### src/rtl/powertrig_pkg.sv
//------------------------------------------------------------------------------
// Module   : powertrig_pkg
// Purpose  : Shared state encoding and magnitude-mode codes for the I/Q trigger.
// Revision : 1.0 - initial release
//------------------------------------------------------------------------------
`default_nettype none

package powertrig_pkg;

   typedef enum logic [1:0] {
      SKIP     = 2'd0,
      ARMED    = 2'd1,
      COOLDOWN = 2'd2,
      REARM    = 2'd3
   } state_t;

   localparam logic [1:0] MAG_ABS_I = 2'd0;
   localparam logic [1:0] MAG_ABS_Q = 2'd1;
   localparam logic [1:0] MAG_SUM   = 2'd2;
   localparam logic [1:0] MAG_MAX   = 2'd3;

endpackage

`default_nettype wire

### src/rtl/iq_magnitude.sv
//------------------------------------------------------------------------------
// Module   : iq_magnitude
// Purpose  : Combinational |I|, |Q|, |I|+|Q| or max(|I|,|Q|) of a packed I/Q sample.
// Revision : 1.0 - initial release
//------------------------------------------------------------------------------
`default_nettype none

module iq_magnitude
   import powertrig_pkg::*;
#(
   parameter int SAMPLE_W = 16
) (
   input  logic [2*SAMPLE_W-1:0] sample,
   input  logic [1:0]            mode,
   output logic [SAMPLE_W:0]     mag
);

   logic signed [SAMPLE_W:0] w_i_ext;
   logic signed [SAMPLE_W:0] w_q_ext;
   logic        [SAMPLE_W:0] w_abs_i;
   logic        [SAMPLE_W:0] w_abs_q;

   // One extra bit makes the most negative input negate exactly.
   assign w_i_ext = {sample[2*SAMPLE_W-1], sample[2*SAMPLE_W-1:SAMPLE_W]};
   assign w_q_ext = {sample[SAMPLE_W-1], sample[SAMPLE_W-1:0]};

   assign w_abs_i = w_i_ext[SAMPLE_W] ? $unsigned(-w_i_ext) : $unsigned(w_i_ext);
   assign w_abs_q = w_q_ext[SAMPLE_W] ? $unsigned(-w_q_ext) : $unsigned(w_q_ext);

   always_comb begin
      mag = w_abs_i;
      case (mode)
         MAG_ABS_I: mag = w_abs_i;
         MAG_ABS_Q: mag = w_abs_q;
         MAG_SUM:   mag = w_abs_i + w_abs_q;
         MAG_MAX:   mag = (w_abs_i >= w_abs_q) ? w_abs_i : w_abs_q;
         default:   mag = w_abs_i;
      endcase
   end

endmodule

`default_nettype wire

### src/rtl/iq_power_trigger.sv
//------------------------------------------------------------------------------
// Module   : iq_power_trigger
// Purpose  : Qualified I/Q magnitude trigger with skip, cooldown and hysteresis
//            re-arm. POWERTRIG_PEAK_HOLD_EN adds the peak_mag output.
// Revision : 1.0 - initial release
//------------------------------------------------------------------------------
`default_nettype none

module iq_power_trigger
   import powertrig_pkg::*;
#(
   parameter int SAMPLE_W = 16,
   parameter int CNT_W    = 32,
   parameter int QUAL_W   = 8
) (
   input  logic                  clock,
   input  logic                  reset,
   input  logic                  enable,
   input  logic [2*SAMPLE_W-1:0] sample,
   input  logic [1:0]            mode,
   input  logic [SAMPLE_W:0]     threshold,
   input  logic [SAMPLE_W:0]     hysteresis,
   input  logic [QUAL_W-1:0]     qualify,
   input  logic [CNT_W-1:0]      cooldown,
   input  logic [CNT_W-1:0]      skip,
   output logic                  trigger,
   output logic                  armed,
   output logic [CNT_W-1:0]      trig_count
`ifdef POWERTRIG_PEAK_HOLD_EN
   ,
   output logic [SAMPLE_W:0]     peak_mag
`endif
);

   logic [SAMPLE_W:0]  w_mag;
   logic [SAMPLE_W:0]  r_mag;
   logic               r_mag_vld;

   state_t             r_state;
   state_t             w_state_nxt;
   logic [CNT_W-1:0]   r_cnt;
   logic [CNT_W-1:0]   w_cnt_nxt;
   logic [QUAL_W-1:0]  r_qcnt;
   logic [QUAL_W-1:0]  w_qcnt_nxt;
   logic               w_fire;

   logic [CNT_W:0]     w_cnt_inc;
   logic [QUAL_W:0]    w_qcnt_inc;
   logic [QUAL_W-1:0]  w_qual_need;
   logic [SAMPLE_W:0]  w_rearm_lvl;
   logic               w_above;
   logic               w_qual_hit;
   logic               w_skip_done;
   logic               w_cool_done;
   logic               w_rearm_ok;

   iq_magnitude #(
      .SAMPLE_W (SAMPLE_W)
   ) u_mag (
      .sample (sample),
      .mode   (mode),
      .mag    (w_mag)
   );

   always_ff @(posedge clock or posedge reset) begin
      if (reset) begin
         r_mag     <= '0;
         r_mag_vld <= 1'b0;
      end else begin
         r_mag_vld <= enable;
         if (enable) begin
            r_mag <= w_mag;
         end
      end
   end

   assign w_cnt_inc   = {1'b0, r_cnt} + (CNT_W+1)'(1);
   assign w_qcnt_inc  = {1'b0, r_qcnt} + (QUAL_W+1)'(1);
   assign w_qual_need = (qualify == '0) ? QUAL_W'(1) : qualify;
   assign w_rearm_lvl = (threshold > hysteresis) ? (threshold - hysteresis) : '0;
   assign w_above     = (r_mag > threshold);
   assign w_qual_hit  = (w_qcnt_inc >= {1'b0, w_qual_need});
   assign w_skip_done = (w_cnt_inc >= {1'b0, skip});
   assign w_cool_done = (w_cnt_inc >= {1'b0, cooldown});
   assign w_rearm_ok  = (r_mag <= w_rearm_lvl);

   always_ff @(posedge clock or posedge reset) begin
      if (reset) begin
         r_state <= SKIP;
         r_cnt   <= '0;
         r_qcnt  <= '0;
      end else begin
         r_state <= w_state_nxt;
         r_cnt   <= w_cnt_nxt;
         r_qcnt  <= w_qcnt_nxt;
      end
   end

   always_comb begin
      w_state_nxt = r_state;
      case (r_state)
         SKIP: begin
            // A zero skip arms on the first edge even without a valid sample.
            if (skip == '0) begin
               w_state_nxt = ARMED;
            end else if (r_mag_vld && w_skip_done) begin
               w_state_nxt = ARMED;
            end
         end
         ARMED: begin
            if (r_mag_vld && w_above && w_qual_hit) begin
               w_state_nxt = (cooldown == '0) ? REARM : COOLDOWN;
            end
         end
         COOLDOWN: begin
            if (r_mag_vld && w_cool_done) begin
               w_state_nxt = REARM;
            end
         end
         REARM: begin
            if (r_mag_vld && w_rearm_ok) begin
               w_state_nxt = ARMED;
            end
         end
         default: w_state_nxt = SKIP;
      endcase
   end

   always_comb begin
      w_fire     = 1'b0;
      w_cnt_nxt  = r_cnt;
      w_qcnt_nxt = r_qcnt;
      case (r_state)
         SKIP: begin
            if (r_mag_vld && (skip != '0)) begin
               w_cnt_nxt = w_skip_done ? '0 : w_cnt_inc[CNT_W-1:0];
            end
         end
         ARMED: begin
            if (r_mag_vld) begin
               if (w_above) begin
                  if (w_qual_hit) begin
                     w_fire     = 1'b1;
                     w_qcnt_nxt = '0;
                  end else begin
                     w_qcnt_nxt = w_qcnt_inc[QUAL_W-1:0];
                  end
               end else begin
                  w_qcnt_nxt = '0;
               end
            end
         end
         COOLDOWN: begin
            if (r_mag_vld) begin
               w_cnt_nxt = w_cool_done ? '0 : w_cnt_inc[CNT_W-1:0];
            end
         end
         default: ;
      endcase
   end

   always_ff @(posedge clock or posedge reset) begin
      if (reset) begin
         trigger    <= 1'b0;
         armed      <= 1'b0;
         trig_count <= '0;
      end else begin
         trigger <= w_fire;
         armed   <= (w_state_nxt == ARMED);
         if (w_fire && (trig_count != '1)) begin
            trig_count <= trig_count + CNT_W'(1);
         end
      end
   end

`ifdef POWERTRIG_PEAK_HOLD_EN
   logic w_run_start;
   logic w_peak_upd;

   // A run begins with the first above-threshold sample seen while ARMED.
   always_comb begin
      w_run_start = 1'b0;
      w_peak_upd  = 1'b0;
      if (r_mag_vld) begin
         if ((r_state == ARMED) && w_above) begin
            w_run_start = (r_qcnt == '0);
            w_peak_upd  = 1'b1;
         end else if (r_state == COOLDOWN) begin
            w_peak_upd  = 1'b1;
         end
      end
   end

   always_ff @(posedge clock or posedge reset) begin
      if (reset) begin
         peak_mag <= '0;
      end else if (w_run_start) begin
         peak_mag <= r_mag;
      end else if (w_peak_upd && (r_mag > peak_mag)) begin
         peak_mag <= r_mag;
      end
   end
`endif

endmodule

`default_nettype wire

### config.mk
export PLATFORM = sky130hd
export DESIGN_NAME = iq_power_trigger
export DESIGN_NICKNAME = d
export VERILOG_FILES = /design/src/rtl/powertrig_pkg.sv /design/src/rtl/iq_magnitude.sv /design/src/rtl/iq_power_trigger.sv
export SDC_FILE = /design/constraint.sdc
export NUM_CORES = 1
export LEC_CHECK = 0
export ABC_AREA = 1
export BUFFER_PORTS_ARGS = -buffer_cell sky130_fd_sc_hd__buf_2
export CORE_ASPECT_RATIO = 1.5
export CORE_MARGIN = 8
export CORE_UTILIZATION = 55
export CTS_BUF_LIST = sky130_fd_sc_hd__clkbuf_8
export DETAILED_ROUTE_END_ITERATION = 12
export GPL_TIMING_DRIVEN = 0
export PLACE_DENSITY = 0.85
export SLEW_MARGIN = 5
export SYNTH_ARGS = -nofsm -noshare
export SYNTH_HDL_FRONTEND = slang
export SYNTH_SLANG_ARGS = --single-unit
### constraint.sdc
create_clock -name clock -period 2.85 [get_ports clock]
set_clock_uncertainty 0.05 [all_clocks]
set_input_delay 0.57 -clock clock [delete_from_list [all_inputs] [get_ports clock]]
set_output_delay 0.57 -clock clock [all_outputs]
set_load 0.03 [all_outputs]
==> results.md, run 1 <==
Run status:
- The flow ran to the end, but the final reports show violations.
- The checks that failed: setup timing.

Detailed routing:
- After detailed routing, the number of vias per cell comes to 5.83.
- The routed design has 43000 um of wire.
- After detailed routing, the number of remaining DRC violations is 0.
- The length of the first detailed-routing pass in iterations is 6.
- The number of vias in the routed layout is 13851.
- The residual antenna-violating net count after detailed routing is 0.
- The first routing iteration left 945 violations.
- The average wire per cell in the routed design is 18.1 um.

Worst setup path:
- The category of the worst setup path capture point is a flip-flop.
- The critical path is of the flip-flop to flip-flop type.
- The critical path data required time is 3070 ps.
- The kind of start point of the critical path is a flip-flop.
- In this run the worst path has a maximum fanout of 5.
- The arrival time at the worst endpoint is 3740 ps.

Pwr:
- The power dissipated by switching net loads is 2.90 mW.
- Power spread over the standard cell area amounts to 383 nW/um^2.
- The cell-internal power is 3.21 mW.
- The sequential share of power is 27.6%.
- In this run the static leakage power is 8.36 nW.
- The clock network is responsible for 15.0% of the overall power.
- In this run switching power makes up 47.4% of total power.
- The share of total power dissipated in combinational logic is 57.5%.
- Across the VDD grid, the largest voltage drop is 0.239 mV.

Finish:
- Leaving out fill and tap cells, the most frequent cells in the layout are 363 x sky130_fd_sc_hd__nand2_1, 275 x sky130_fd_sc_hd__inv_1, 173 x sky130_fd_sc_hd__nor2_1.
- In the final design database the tool counted 2409 nets.
- The final instance area is 16000 sq um.
- The fraction of layout cells with a size suffix above 1 is 30.6%.
- After filler insertion, the fill cell instance count of the layout stands at 1478.
- From synthesis to final layout, the design area changed by 37.3%.
- In the final layout, flip-flops and latches occupy 2360 sq um.
- The core utilization of the finished layout is 76.4%.
- In the final layout, the multi-input gates occupy 9720 sq um.
- 0 antenna diodes ended up in the layout.
- The most common cell after layout, fill and taps aside is sky130_fd_sc_hd__nand2_1.

Die:
- For this design the top-level I/O count stands at 177.
- The die width is 135 um.
- From bottom edge to top edge, the die measures 194 um.
- In this run the standard cell core region covers 20900 sq um.
- The starting density of the core is 55.7%.
- The die covers 26200 sq um.
- The number of placement rows is 65.

Yosys:
- For this run, the leading register cell type out of synthesis is sky130_fd_sc_hd__dfrtp_1.
- A synthesized cell averages 6.43 sq um.
- After synthesis, the netlist uses 47 different library cells.
- Synthesis produced a netlist whose cell count is 1810.
- The number of synthesized flops with an enable pin is 0.
- Summing every instance area after synthesis gives 11600 sq um.
- Of all flip-flops after synthesis, the portion carrying an async set or reset was 100%.
- Synthesis inferred 94 register bits.
- The share of the Yosys chip area taken by registers is 20.2%.
- The synthesized net count is 2116.
- During synthesis, Yosys emitted a total of 0 warnings.

STA:
- The summed negative setup slack over all endpoints is -25420 ps.
- The final count of hold timing violations is 0.
- The final hold slack is 105 ps.
- The final number of setup-violating endpoints is 51.
- The worst relative slew slack is 44.9%.
- The number of pins exceeding their max-slew limit in the final report is 0.
- Setup slack on the critical path of the routed design comes to -670 ps.
- At the pin with the least slew margin, the transition time is 819 ps.
- The fmax is 284 MHz.
- The final critical path takes up 124% of the cycle.
- Setup repair after global routing could not meet its margin everywhere.
- The final critical path time including I/O delays and setup is 3520 ps.

Clock network:
- The clock root buffer is sky130_fd_sc_hd__clkbuf_8.
- The number of hold buffers added after CTS is 0.
- In this run the deepest clock path goes through 2 buffers.
- TritonCTS built the clock tree.
- The clock network latency to the later pin of the worst-skew pair is 410 ps.
- The CTS clock-pin slew for the worst setup and hold paths is 110 ps.
- The number of clock buffers added by TritonCTS is 9.
- The clock net in this run drives a total of 94 sinks.
- The H-tree depth reported by CTS is 3.

Flow run:
- Across the run, the number of max-cap violations was 0.

Global route:
- The via count of the first global-routing pass is 13749.
- Entering global routing, the biggest net connects 31 pins.
- Summed over all layers, the global routing overflow is 0.
- The global routing usage summed across all routing layers is 29.6%.
- The first global-routing pass estimated 63700 um of wire.
- The number of antenna violations at the first check in global routing is 0.

Placement:
- The congestion estimate from routability-driven global placement came to 0.973.
- Once placement finished, the instance area stood at 13400 sq um.
- The number of input and output port buffers inserted is 175.
- The HPWL after detailed placement is 29900 um.

Hold path:
- The worst hold path belongs to the class input pin to async pin.
power by group through the flow:
stage	clock network, mW	registers (mW)	logic [mW]
after floorplan	0	1.67	1.84
after CTS	0.932	1.66	3.03
after detailed placement	0	1.69	2.61
final	0.914	1.68	3.51
after global routing	0.979	1.70	3.85
after global placement	0	1.68	2.49
synth_stat cells (2+ instances only):
cell type                  number  share of area [%]
sky130_fd_sc_hd__nor2_4         3               0.29
sky130_fd_sc_hd__nand3_2        3               0.26
sky130_fd_sc_hd__inv_1        304                9.8
sky130_fd_sc_hd__buf_4          5               0.32
sky130_fd_sc_hd__fa_1           2               0.34
sky130_fd_sc_hd__clkbuf_1      12               0.39
sky130_fd_sc_hd__nand3b_1      11               0.71
sky130_fd_sc_hd__o21ai_1       15               0.65
sky130_fd_sc_hd__buf_6          4               0.39
sky130_fd_sc_hd__conb_1         2              0.065
sky130_fd_sc_hd__nor2_1       213                6.9
sky130_fd_sc_hd__buf_2          4               0.17
sky130_fd_sc_hd__nand4_1       51                2.7
sky130_fd_sc_hd__nor3_2         4               0.34
sky130_fd_sc_hd__o21bai_1       4               0.26
sky130_fd_sc_hd__xnor2_1       14                1.1
sky130_fd_sc_hd__or2_2          9               0.48
sky130_fd_sc_hd__a31oi_1        4               0.22
sky130_fd_sc_hd__nor3_1        29                1.2
sky130_fd_sc_hd__inv_2          7               0.23
sky130_fd_sc_hd__nor2_2         4               0.22
sky130_fd_sc_hd__o21ai_0       77                3.3
sky130_fd_sc_hd__ha_1         161                 17
sky130_fd_sc_hd__or3_1          2               0.11
sky130_fd_sc_hd__nand3_1      138                5.9
sky130_fd_sc_hd__a221oi_1       2               0.15
sky130_fd_sc_hd__nand2_2        6               0.32
sky130_fd_sc_hd__a21oi_1       92                4.0
sky130_fd_sc_hd__o22ai_1        3               0.16
sky130_fd_sc_hd__xor2_1        69                5.2
sky130_fd_sc_hd__dfrtp_1       94                 20
sky130_fd_sc_hd__nand2_1      416                 13
sky130_fd_sc_hd__a21o_1        10               0.65
sky130_fd_sc_hd__o31ai_1        2               0.13
sky130_fd_sc_hd__a211oi_1       4               0.26
sky130_fd_sc_hd__nor4_1        19                1.0
stage by stage:
| step | power [mW] | setup WS [ps] | cells |
|---|---|---|---|
| after global placement | 4.17 | -1130 | 2253 |
| after detailed placement | 4.30 | -1190 | 2256 |
| after CTS | 5.62 | -491 | 2340 |
| after global routing | 6.53 | -775 | 2376 |
| after floorplan | 3.52 | -274 | 1810 |
| final | 6.11 | -670 | 2376 |
logic make-up (layout without fill, tap and decap cells):
group	count (synthesis)	after routing	synth area share, %
AO/OA/AOI/OAI	219	219	10.2
XOR/XNOR	83	83	6.25
adder cells (fa/ha/maj)	163	163	17.7
buffers and inverters	337	634	11.3
flip-flops	94	94	20.2
other	2	2	0.0645
AND/OR/NAND/NOR	912	913	34.3
worst paths after layout:
kind                                             from                          to  slack (ps)  depth (start not counted)
setup / recovery                 r_cnt[1]$_DFFE_PP0P_        r_cnt[2]$_DFFE_PP0P_        -670                         24
hold / removal                                  reset  trig_count[17]$_DFFE_PP0P_         110                          2
setup reg to reg                 r_cnt[1]$_DFFE_PP0P_        r_cnt[2]$_DFFE_PP0P_        -670                         24
hold reg to reg            trig_count[14]$_DFFE_PP0P_  trig_count[14]$_DFFE_PP0P_         480                          1
max in group asynchronous                       reset       r_qcnt[2]$_DFFE_PP0P_        1730                          5
min in group clock                             enable         r_mag_vld$_DFF_PP0_         280                          1
state kept, by name (all words and copies together), names as in the netlist:
register and flops:
trigger 1, armed 1, trig_count 32, r_state 2, r_qcnt 8, r_mag 17, r_cnt 32, r_mag_vld 1
critical path, cell delays in order (launching register included):
cell                       delay [ps]
sky130_fd_sc_hd__dfrtp_1          380
sky130_fd_sc_hd__buf_6            120
sky130_fd_sc_hd__ha_4             150
sky130_fd_sc_hd__nand2_4           80
sky130_fd_sc_hd__nor2_4           160
sky130_fd_sc_hd__nand2_4           90
sky130_fd_sc_hd__nor2_4           150
sky130_fd_sc_hd__nand3_4          100
sky130_fd_sc_hd__nor2_4           170
sky130_fd_sc_hd__buf_6            110
sky130_fd_sc_hd__nand3_2           70
sky130_fd_sc_hd__xor2_2           140
sky130_fd_sc_hd__inv_2             90
sky130_fd_sc_hd__buf_4            140
sky130_fd_sc_hd__ha_1             290
sky130_fd_sc_hd__nand2_1           70
sky130_fd_sc_hd__nor2_2           140
sky130_fd_sc_hd__nand4_1          150
sky130_fd_sc_hd__nand3b_1         140
sky130_fd_sc_hd__nor2_2            60
sky130_fd_sc_hd__nand2_4          100
sky130_fd_sc_hd__nand2_8          100
sky130_fd_sc_hd__buf_12           160
sky130_fd_sc_hd__nand3_2           80
sky130_fd_sc_hd__o21ai_2           80
final cells by class:
type	count	area share, %
Timing Repair Buffer	281	12.0
Multi-Input combinational cell	1380	60.9
Buffer	26	1.39
Inverter	311	7.74
Clock buffer	9	0.775
Sequential cell	94	14.8
Tap cell	268	2.10
Clock inverter	7	0.415
routing by layer:
metal  wire length (um)  GRT usage, %
met5                  0             0
met4               3530          22.0
met3               2920          3.99
met2              21900          54.6
met1              14700          29.2
timing repair:
item / in CTS / in global routing
gates cloned: 4 / 1
endpoints found under the setup margin: 80 / 84
pin swaps: 112 / 128
buffers inserted: 64 / 37
gates resized for setup: 193 / 160
(Power assumes the default switching activity.)
==> run 2, diff against run 1 <==
- CELL_PAD_IN_SITES_DETAIL_PLACEMENT: unset -> 1
- CELL_PAD_IN_SITES_GLOBAL_PLACEMENT: unset -> 1
- CORE_UTILIZATION: 55 -> 38
- PLACE_DENSITY: 0.85 -> 0.84
- SKIP_CTS_REPAIR_TIMING: unset -> 1
==> run 2 against run 1 <==
  * Non-clock buffer count shrank 11
  * The flow still finishes with violations (setup timing)
  * Cell count increased by 5.1%
  * Count of clock-buffer cells in the layout did not move
  * Via count shrank 0.67%
  * Global-route usage down 7.5 points
==> results.md, run 2 (synthesis gave the netlist of run 1 again) <==
Run status:
- Outcome: complete, but fails checks (unchanged).
- Violated checks: setup timing (unchanged).

Detailed routing:
- The number of vias in the routed layout is 13758 (was 13851).
- The number of DRC violations after detailed-routing iteration 0 was 518 (was 945).
- The residual antenna-violating net count after detailed routing is 0 (unchanged).
- The average wire per cell in the routed design was 20.4 um (was 18.1 um).
- The total routed wirelength came to 50900 um (was 43000 um).
- The length of the first detailed-routing pass in iterations came to 5 (was 6).
- The average vias per placed instance came to 5.51 (was 5.83).
- The DRC violation count after routing is 0 (unchanged).

Finish:
- Registers with the highest flip-flop counts: r_cnt x32, trig_count x32, r_mag x17 (unchanged).
- The number of nets in the final layout is 2397 (was 2409).
- The final instance area is 16000 sq um (about the same).
- The sequential cell area was 2360 sq um (about the same).
- The fraction of layout cells with a size suffix above 1 was 30.2% (was 30.6%).
- The area growth from synthesis to final layout was 37.9% (was 37.3%).
- The most common cell after layout, fill and taps aside is sky130_fd_sc_hd__nand2_1 (unchanged).
- The fill cell total of the finished layout was 3886 (was 1478).
- The area used by multi-input combinational logic was 9660 sq um (was 9720 sq um).
- Commonest non-fill, non-tap cells in the layout: 364 x sky130_fd_sc_hd__nand2_1, 277 x sky130_fd_sc_hd__inv_1, 175 x sky130_fd_sc_hd__nor2_1 (was 363 x sky130_fd_sc_hd__nand2_1, 275 x sky130_fd_sc_hd__inv_1, 173 x sky130_fd_sc_hd__nor2_1).

Worst setup path:
- The kind of start point of the critical path is a flip-flop (unchanged).
- The category of the worst setup path capture point is a flip-flop (unchanged).
- The classification of the worst setup path was flip-flop to flip-flop (unchanged).
- The arrival time at the worst endpoint is 4250 ps (was 3740 ps).
- The critical path's top delay family was simple AND/OR/NAND/NOR gates (unchanged).
- The critical path data required time is 3180 ps (was 3070 ps).
- The slowest cell on the critical path is sky130_fd_sc_hd__dfrtp_2 (was sky130_fd_sc_hd__dfrtp_1).
- The delay of the slowest critical-path stage is 440 ps (was 380 ps).
- The number of buffer and inverter instances along the worst setup path is 3 (was 5).
- Critical path cell sequence: buf_6 > inv_4 > nor3_4 > nand2_4 > nor2_4 > nand4_1 > nor3_2 > nand2_1 > xnor2_2 > ha_1 > nand2_1 > nor3_2 > nand2_1 > nor2_1 > nand2_1 > nand3b_1 > nor2_2 > nand3_4 > a21oi_4 > clkbuf_16 > nand3_2 > nand2_1 (was buf_6 > ha_4 > nand2_4 > nor2_4 > nand2_4 > nor2_4 > nand3_4 > nor2_4 > buf_6 > nand3_2 > xor2_2 > inv_2 > buf_4 > ha_1 > nand2_1 > nor2_2 > nand4_1 > nand3b_1 > nor2_2 > nand2_4 > nand2_8 > buf_12 > nand3_2 > o21ai_2).
- The highest fanout seen on the critical path is 5 (unchanged).
- The cell seen most often among critical-path stages is sky130_fd_sc_hd__nand2_1.

Pwr:
- The worst voltage drop across the vdd grid came to 0.254 mV (was 0.239 mV).
- The power density normalized to cell area is 391 nW/um^2 (was 383 nW/um^2).
- The leakage power figure was 8.31 nW (was 8.36 nW).

Die:
- The die width is 159 um (was 135 um).
- The core box area is 30300 sq um (was 20900 sq um).
- The number of placement rows is 78 (was 65).
- The die extent in y is 230 um (was 194 um).
- The starting density of the core is 38.5% (was 55.7%).
- The die area is 36600 sq um (was 26200 sq um).
- The I/O pin count is 177 (unchanged).

STA:
- The final worst setup slack is -1060 ps (was -670 ps).
- The worst relative slew slack is 49.9% (was 44.9%).
- Setup repair after global routing missed its margin: yes (unchanged).
- The number of pins exceeding their max-slew limit in the final report came to 0 (unchanged).
- The part of the cycle the worst path needs is 137% (was 124%).
- The transition time of the tightest slew-check pin is 745 ps (was 819 ps).
- The fmax is 256 MHz (was 284 MHz).
- The final count of hold timing violations is 0 (unchanged).
- The final critical path time including I/O delays and setup was 3910 ps (was 3520 ps).
- The final number of setup-violating endpoints is 52 (was 51).

Clock network:
- The total CTS buffers is 9 (unchanged).
- The H-tree depth reported by CTS is 3 (unchanged).
- The clock root buffer is sky130_fd_sc_hd__clkbuf_8 (unchanged).
- The clock network latency to the later pin of the worst-skew pair is 450 ps (was 410 ps).
- The number of sinks on the clock net is 94 (unchanged).
- The CTS clock-pin slew for the worst setup and hold paths is 130 ps (was 110 ps).
- The clock tree buffer depth is 2 (unchanged).
- The CTS tree is yes (unchanged).

Global route:
- The overflow left after global routing was 0 (unchanged).
- The first-pass GRT wire length is 66600 um (was 63700 um).
- The largest net degree at the start of global routing is 32 (was 31).
- The global routing usage summed across all routing layers is 22.1% (was 29.6%).
- The via count of the first global-routing pass is 13894 (was 13749).
- The number of antenna violations at the first check in global routing is 0 (unchanged).

Flow run:
- The number of max-capacitance violations reported is 0 (unchanged).

Placement:
- The detailed placement HPWL is 35600 um (was 29900 um).
- The final weighted congestion of routability-driven global placement is 0.920 (was 0.973).
- The setup slack at placement is -1420 ps (was -1190 ps).
- The number of input and output port buffers inserted was 175 (unchanged).
- The placed instance area was 13500 sq um (was 13400 sq um).

Hold path:
- The path category of the worst min-delay check is input pin to async pin (unchanged).
run 2: changes by cell type in the layout (fill, tap and decap cells not counted), moves of 4 or more:
| cell | change |
|---|---|
| sky130_fd_sc_hd__buf_4 | -11 |
| sky130_fd_sc_hd__xor2_1 | -10 |
| sky130_fd_sc_hd__xor2_2 | +10 |
| sky130_fd_sc_hd__clkbuf_16 | +6 |
| sky130_fd_sc_hd__nand2_4 | -6 |
| sky130_fd_sc_hd__nor2_4 | -6 |
| sky130_fd_sc_hd__a21oi_1 | +4 |
| sky130_fd_sc_hd__a21oi_2 | -4 |
| sky130_fd_sc_hd__nor2_2 | +4 |
run 2: final timing paths:
kind | start | end | slack, ps | cells past startpoint
worst max-delay path | r_cnt[0]$_DFFE_PP0P_ | r_cnt[17]$_DFFE_PP0P_ | -1060 | 22
worst min-delay path | reset | trig_count[7]$_DFFE_PP0P_ | 80 | 2
worst max register to register | r_cnt[0]$_DFFE_PP0P_ | r_cnt[17]$_DFFE_PP0P_ | -1060 | 22
worst min register to register | r_mag[0]$_DFFE_PP0P_ | r_mag[0]$_DFFE_PP0P_ | 480 | 2
max in group asynchronous | reset | r_qcnt[0]$_DFFE_PP0P_ | 1690 | 5
min in group clock | enable | r_mag_vld$_DFF_PP0_ | 250 | 1
run 2: routing by layer:
metal	track usage, %	vias to the layer above	wire length [um]
met5	0	-	0
met4	12.7	0	3580
met3	2.58	219	1910
met2	44.8	473	27600
met1	20.8	6650	17800
li1	-	6416	-
run 2: metrics by stage:
step	setup TNS, ps	power [mW]	hold slack [ps]	utilization, %	cells
2_1_floorplan	-10400	3.52	399	-	1810
3_3_place_gp	-61800	4.22	449	44.5	2385
3_5_place_dp	-67690	4.39	470	44.7	2388
4_1_cts	-57230	5.39	50.3	45.4	2404
5_1_grt	-49370	6.67	96.9	53.0	2496
6_report	-40160	6.27	75.6	53.0	2497
run 2: cell type report:
| class | count | share of cell area, % |
|---|---|---|
| clock buffer | 9 | 0.772 |
| tap | 400 | 3.12 |
| buffer | 25 | 1.36 |
| clock inverter | 7 | 0.523 |
| inverter | 311 | 7.66 |
| antenna | 1 | 0.0156 |
| multi-input combinational | 1379 | 60.2 |
| sequential | 94 | 14.7 |
| timing repair buffer | 271 | 11.6 |
run 2: report_power, final:
group,switching [mW],internal (mW),leakage (nW)
clock,0.635,0.354,0.105
sequential,0.206,1.50,1.23
combinational,2.20,1.37,6.97
total,3.04,3.22,8.31
==> run 3, diff against run 2 <==
--- a/config.mk
+++ b/config.mk
@@ -13,5 +13,4 @@
 export CORE_MARGIN = 8
 export CORE_UTILIZATION = 38
-export CTS_BUF_LIST = sky130_fd_sc_hd__clkbuf_8
 export DETAILED_ROUTE_END_ITERATION = 12
 export GPL_TIMING_DRIVEN = 0
--- a/constraint.sdc
+++ b/constraint.sdc
@@ -3,3 +3,3 @@
 set_input_delay 0.57 -clock clock [delete_from_list [all_inputs] [get_ports clock]]
 set_output_delay 0.57 -clock clock [all_outputs]
-set_load 0.03 [all_outputs]
+set_load 0.1 [all_outputs]
==> run 3 against run 2 <==
  * The run still ends with setup timing left
  * Count of clock-buffer cells in the layout unchanged
  * Cell area increased by 1.4%
  * Sequential share of layout area fell by 0.21 points
  * Worst setup slack better by 140 ps
  * Maximum frequency grew 3.7%
  * Global-route usage about the same
  * Via count increased by 0.48%
  * Sequential cell count unchanged
  * Sequential power barely moved
  * Largest cell class unchanged
  * Largest power group unchanged
==> results.md, run 3 (synthesis gave the netlist of run 1 again) <==
Worst setup path:
- The category of the worst setup path capture point is a flip-flop (unchanged).
- The arrival time at the worst endpoint is 3960 ps (was 4250 ps).
- The number of buffer and inverter instances along the worst setup path is 4 (was 3).
- Critical path cell sequence: inv_2 > nor3_4 > buf_4 > nand3_1 > nor2_1 > xor2_1 > inv_1 > ha_1 > nand2_1 > nor2_2 > and2_1 > nand2_1 > nand3_1 > nand2_1 > nand3_1 > nand2_2 > nand2_1 > nand2_1 > nand2_2 > nand2_8 > buf_12 > nand3_2 > o21ai_1 (was buf_6 > inv_4 > nor3_4 > nand2_4 > nor2_4 > nand4_1 > nor3_2 > nand2_1 > xnor2_2 > ha_1 > nand2_1 > nor3_2 > nand2_1 > nor2_1 > nand2_1 > nand3b_1 > nor2_2 > nand3_4 > a21oi_4 > clkbuf_16 > nand3_2 > nand2_1).
- The kind of start point of the critical path is a flip-flop (unchanged).
- The highest fanout seen on the critical path is 8 (was 5).
- The classification of the worst setup path is flip-flop to flip-flop (unchanged).
- The critical path's top delay family is simple AND/OR/NAND/NOR gates (unchanged).
- The delay of the slowest critical-path stage came to 410 ps (was 440 ps).
- The cell seen most often among critical-path stages is sky130_fd_sc_hd__nand2_1 (unchanged).
- The slowest cell on the critical path was sky130_fd_sc_hd__dfrtp_1 (was sky130_fd_sc_hd__dfrtp_2).
- The critical path data required time is 3040 ps (was 3180 ps).

STA:
- The transition time of the tightest slew-check pin is 726 ps (was 745 ps).
- The final critical path time including I/O delays and setup is 3770 ps (was 3910 ps).
- The fmax is 265 MHz (was 256 MHz).
- The worst relative slew slack is 51.1% (was 49.9%).
- The part of the cycle the worst path needs was 132% (was 137%).
- The summed negative setup slack over all endpoints is -38490 ps (was -40160 ps).
- Setup repair after global routing missed its margin: yes (unchanged).
- The number of pins exceeding their max-slew limit in the final report is 0 (unchanged).
- The final worst setup slack is -924 ps (was -1060 ps).
- The final number of setup-violating endpoints is 52 (unchanged).
- The final count of hold timing violations came to 0 (unchanged).
- The final hold slack is 151 ps (was 75.6 ps).

Detailed routing:
- The length of the first detailed-routing pass in iterations was 5 (unchanged).
- The total routed wirelength is 52300 um (was 50900 um).
- The average vias per placed instance is 5.53 (was 5.51).
- The residual antenna-violating net count after detailed routing is 0 (unchanged).
- The average wire per cell in the routed design is 20.9 um (was 20.4 um).
- The number of DRC violations after detailed-routing iteration 0 is 614 (was 518).
- The number of vias in the routed layout is 13824 (was 13758).
- The DRC violation count after routing is 0 (unchanged).

Run status:
- Outcome: complete, but fails checks (unchanged).
- Violated checks: setup timing (unchanged).

Global route:
- The global routing usage summed across all routing layers is 22.1% (about the same).
- The via count of the first global-routing pass is 13891 (was 13894).
- The largest net degree at the start of global routing is 32 (unchanged).
- The number of antenna violations at the first check in global routing is 0 (unchanged).
- The first-pass GRT wire length was 66800 um (was 66600 um).
- The overflow left after global routing is 0 (unchanged).

Finish:
- The total inserted antenna cells is 0 (was 1).
- The final instance area is 16300 sq um (was 16000 sq um).
- The core utilization of the finished layout came to 53.8% (was 53.0%).
- Registers with the highest flip-flop counts: r_cnt x32, trig_count x32, r_mag x17 (unchanged).
- The non-filler instance count after layout is 2499 (was 2497).
- The fill cell total of the finished layout is 3845 (was 3886).
- Commonest non-fill, non-tap cells in the layout: 362 x sky130_fd_sc_hd__nand2_1, 270 x sky130_fd_sc_hd__inv_1, 168 x sky130_fd_sc_hd__nor2_1 (was 364 x sky130_fd_sc_hd__nand2_1, 277 x sky130_fd_sc_hd__inv_1, 175 x sky130_fd_sc_hd__nor2_1).
- The area growth from synthesis to final layout is 39.8% (was 37.9%).
- The most common cell after layout, fill and taps aside is sky130_fd_sc_hd__nand2_1 (unchanged).
- The fraction of layout cells with a size suffix above 1 is 31.5% (was 30.2%).
- The number of nets in the final layout was 2400 (was 2397).

Die:
- The I/O pin count came to 177 (unchanged).
- The die extent in y is 230 um (unchanged).
- The die area came to 36600 sq um (unchanged).
- The number of placement rows came to 78 (unchanged).
- The core box area is 30300 sq um (unchanged).
- The starting density of the core is 38.5% (unchanged).
- The die width is 159 um (unchanged).

Clock network:
- The H-tree depth reported by CTS was 3 (unchanged).
- The clock root buffer is sky130_fd_sc_hd__clkbuf_16 (was sky130_fd_sc_hd__clkbuf_8).
- The total CTS buffers is 9 (unchanged).
- The number of sinks on the clock net is 94 (unchanged).
- The CTS clock-pin slew for the worst setup and hold paths is 80 ps (was 130 ps).
- The clock tree buffer depth was 2 (unchanged).
- The CTS tree is yes (unchanged).
- The clock network latency to the later pin of the worst-skew pair is 380 ps (was 450 ps).

Pwr:
- The power density normalized to cell area is 413 nW/um^2 (was 391 nW/um^2).
- The leakage power figure is 8.38 nW (was 8.31 nW).
- The worst voltage drop across the vdd grid was 0.329 mV (was 0.254 mV).
- The final total power is 6.72 mW (was 6.27 mW).

Placement:
- The number of placed instances, taps included is 2388 (unchanged).
- The number of input and output port buffers inserted came to 175 (unchanged).
- The final weighted congestion of routability-driven global placement was 0.920 (unchanged).
- The setup slack at placement is -1420 ps (unchanged).
- The placed instance area is 13500 sq um (unchanged).
- The detailed placement HPWL is 35600 um (unchanged).

Hold path:
- The path category of the worst min-delay check was input pin to async pin (unchanged).

Flow run:
- The number of max-capacitance violations reported came to 0 (unchanged).
run 3: area by class of cell:
| type | instances | area [sq um] | area share [%] |
|---|---|---|---|
| inverter | 311 | 1230 | 7.57 |
| clock inverter | 7 | 83.8 | 0.515 |
| sequential | 94 | 2360 | 14.5 |
| timing repair buffer | 273 | 1880 | 11.6 |
| buffer | 25 | 225 | 1.38 |
| clock buffer | 9 | 225 | 1.38 |
| tap | 400 | 500 | 3.08 |
| multi-input combinational | 1380 | 9760 | 60.0 |
run 3: power by group:
part	internal [mW]	switching (mW)	leakage (nW)	total, mW
clock network	0.630	0.660	0.151	1.29
registers	1.50	0.220	1.23	1.72
logic	1.37	2.34	7.00	3.72
total	3.50	3.22	8.38	6.72
run 3: final timing paths:
check                                     startpoint                   endpoint  slack [ps]  depth (start not counted)
max                             r_cnt[1]$_DFFE_PP0P_       r_cnt[1]$_DFFE_PP0P_        -920                         23
min                                            reset  trig_count[7]$_DFFE_PP0P_         150                          2
max reg2reg                     r_cnt[1]$_DFFE_PP0P_       r_cnt[1]$_DFFE_PP0P_        -920                         23
min reg2reg                trig_count[1]$_DFFE_PP0P_  trig_count[1]$_DFFE_PP0P_         480                          2
max in group asynchronous                      reset      r_qcnt[0]$_DFFE_PP0P_        1640                          5
min in group clock                            enable        r_mag_vld$_DFF_PP0_         320                          1
run 3: per-layer routing:
metal	global-route usage (%)	up-vias	share of wire (%)
met4	11.1	0	7.0
met5	0	-	0
met2	45.0	443	55
met1	20.7	6729	35
met3	3.25	220	3.7
li1	-	6432	-
run 3: worst register-to-register path, cell delays in order, from the launching register on:
cell and delay (ps):
sky130_fd_sc_hd__dfrtp_1 410, sky130_fd_sc_hd__inv_2 80, sky130_fd_sc_hd__nor3_4 230, sky130_fd_sc_hd__buf_4 170, sky130_fd_sc_hd__nand3_1 160, sky130_fd_sc_hd__nor2_1 170, sky130_fd_sc_hd__xor2_1 360, sky130_fd_sc_hd__inv_1 150
sky130_fd_sc_hd__ha_1 320, sky130_fd_sc_hd__nand2_1 70, sky130_fd_sc_hd__nor2_2 120, sky130_fd_sc_hd__and2_1 150, sky130_fd_sc_hd__nand2_1 50, sky130_fd_sc_hd__nand3_1 120, sky130_fd_sc_hd__nand2_1 80, sky130_fd_sc_hd__nand3_1 100
sky130_fd_sc_hd__nand2_2 80, sky130_fd_sc_hd__nand2_1 90, sky130_fd_sc_hd__nand2_1 70, sky130_fd_sc_hd__nand2_2 120, sky130_fd_sc_hd__nand2_8 130, sky130_fd_sc_hd__buf_12 180, sky130_fd_sc_hd__nand3_2 80, sky130_fd_sc_hd__o21ai_1 90
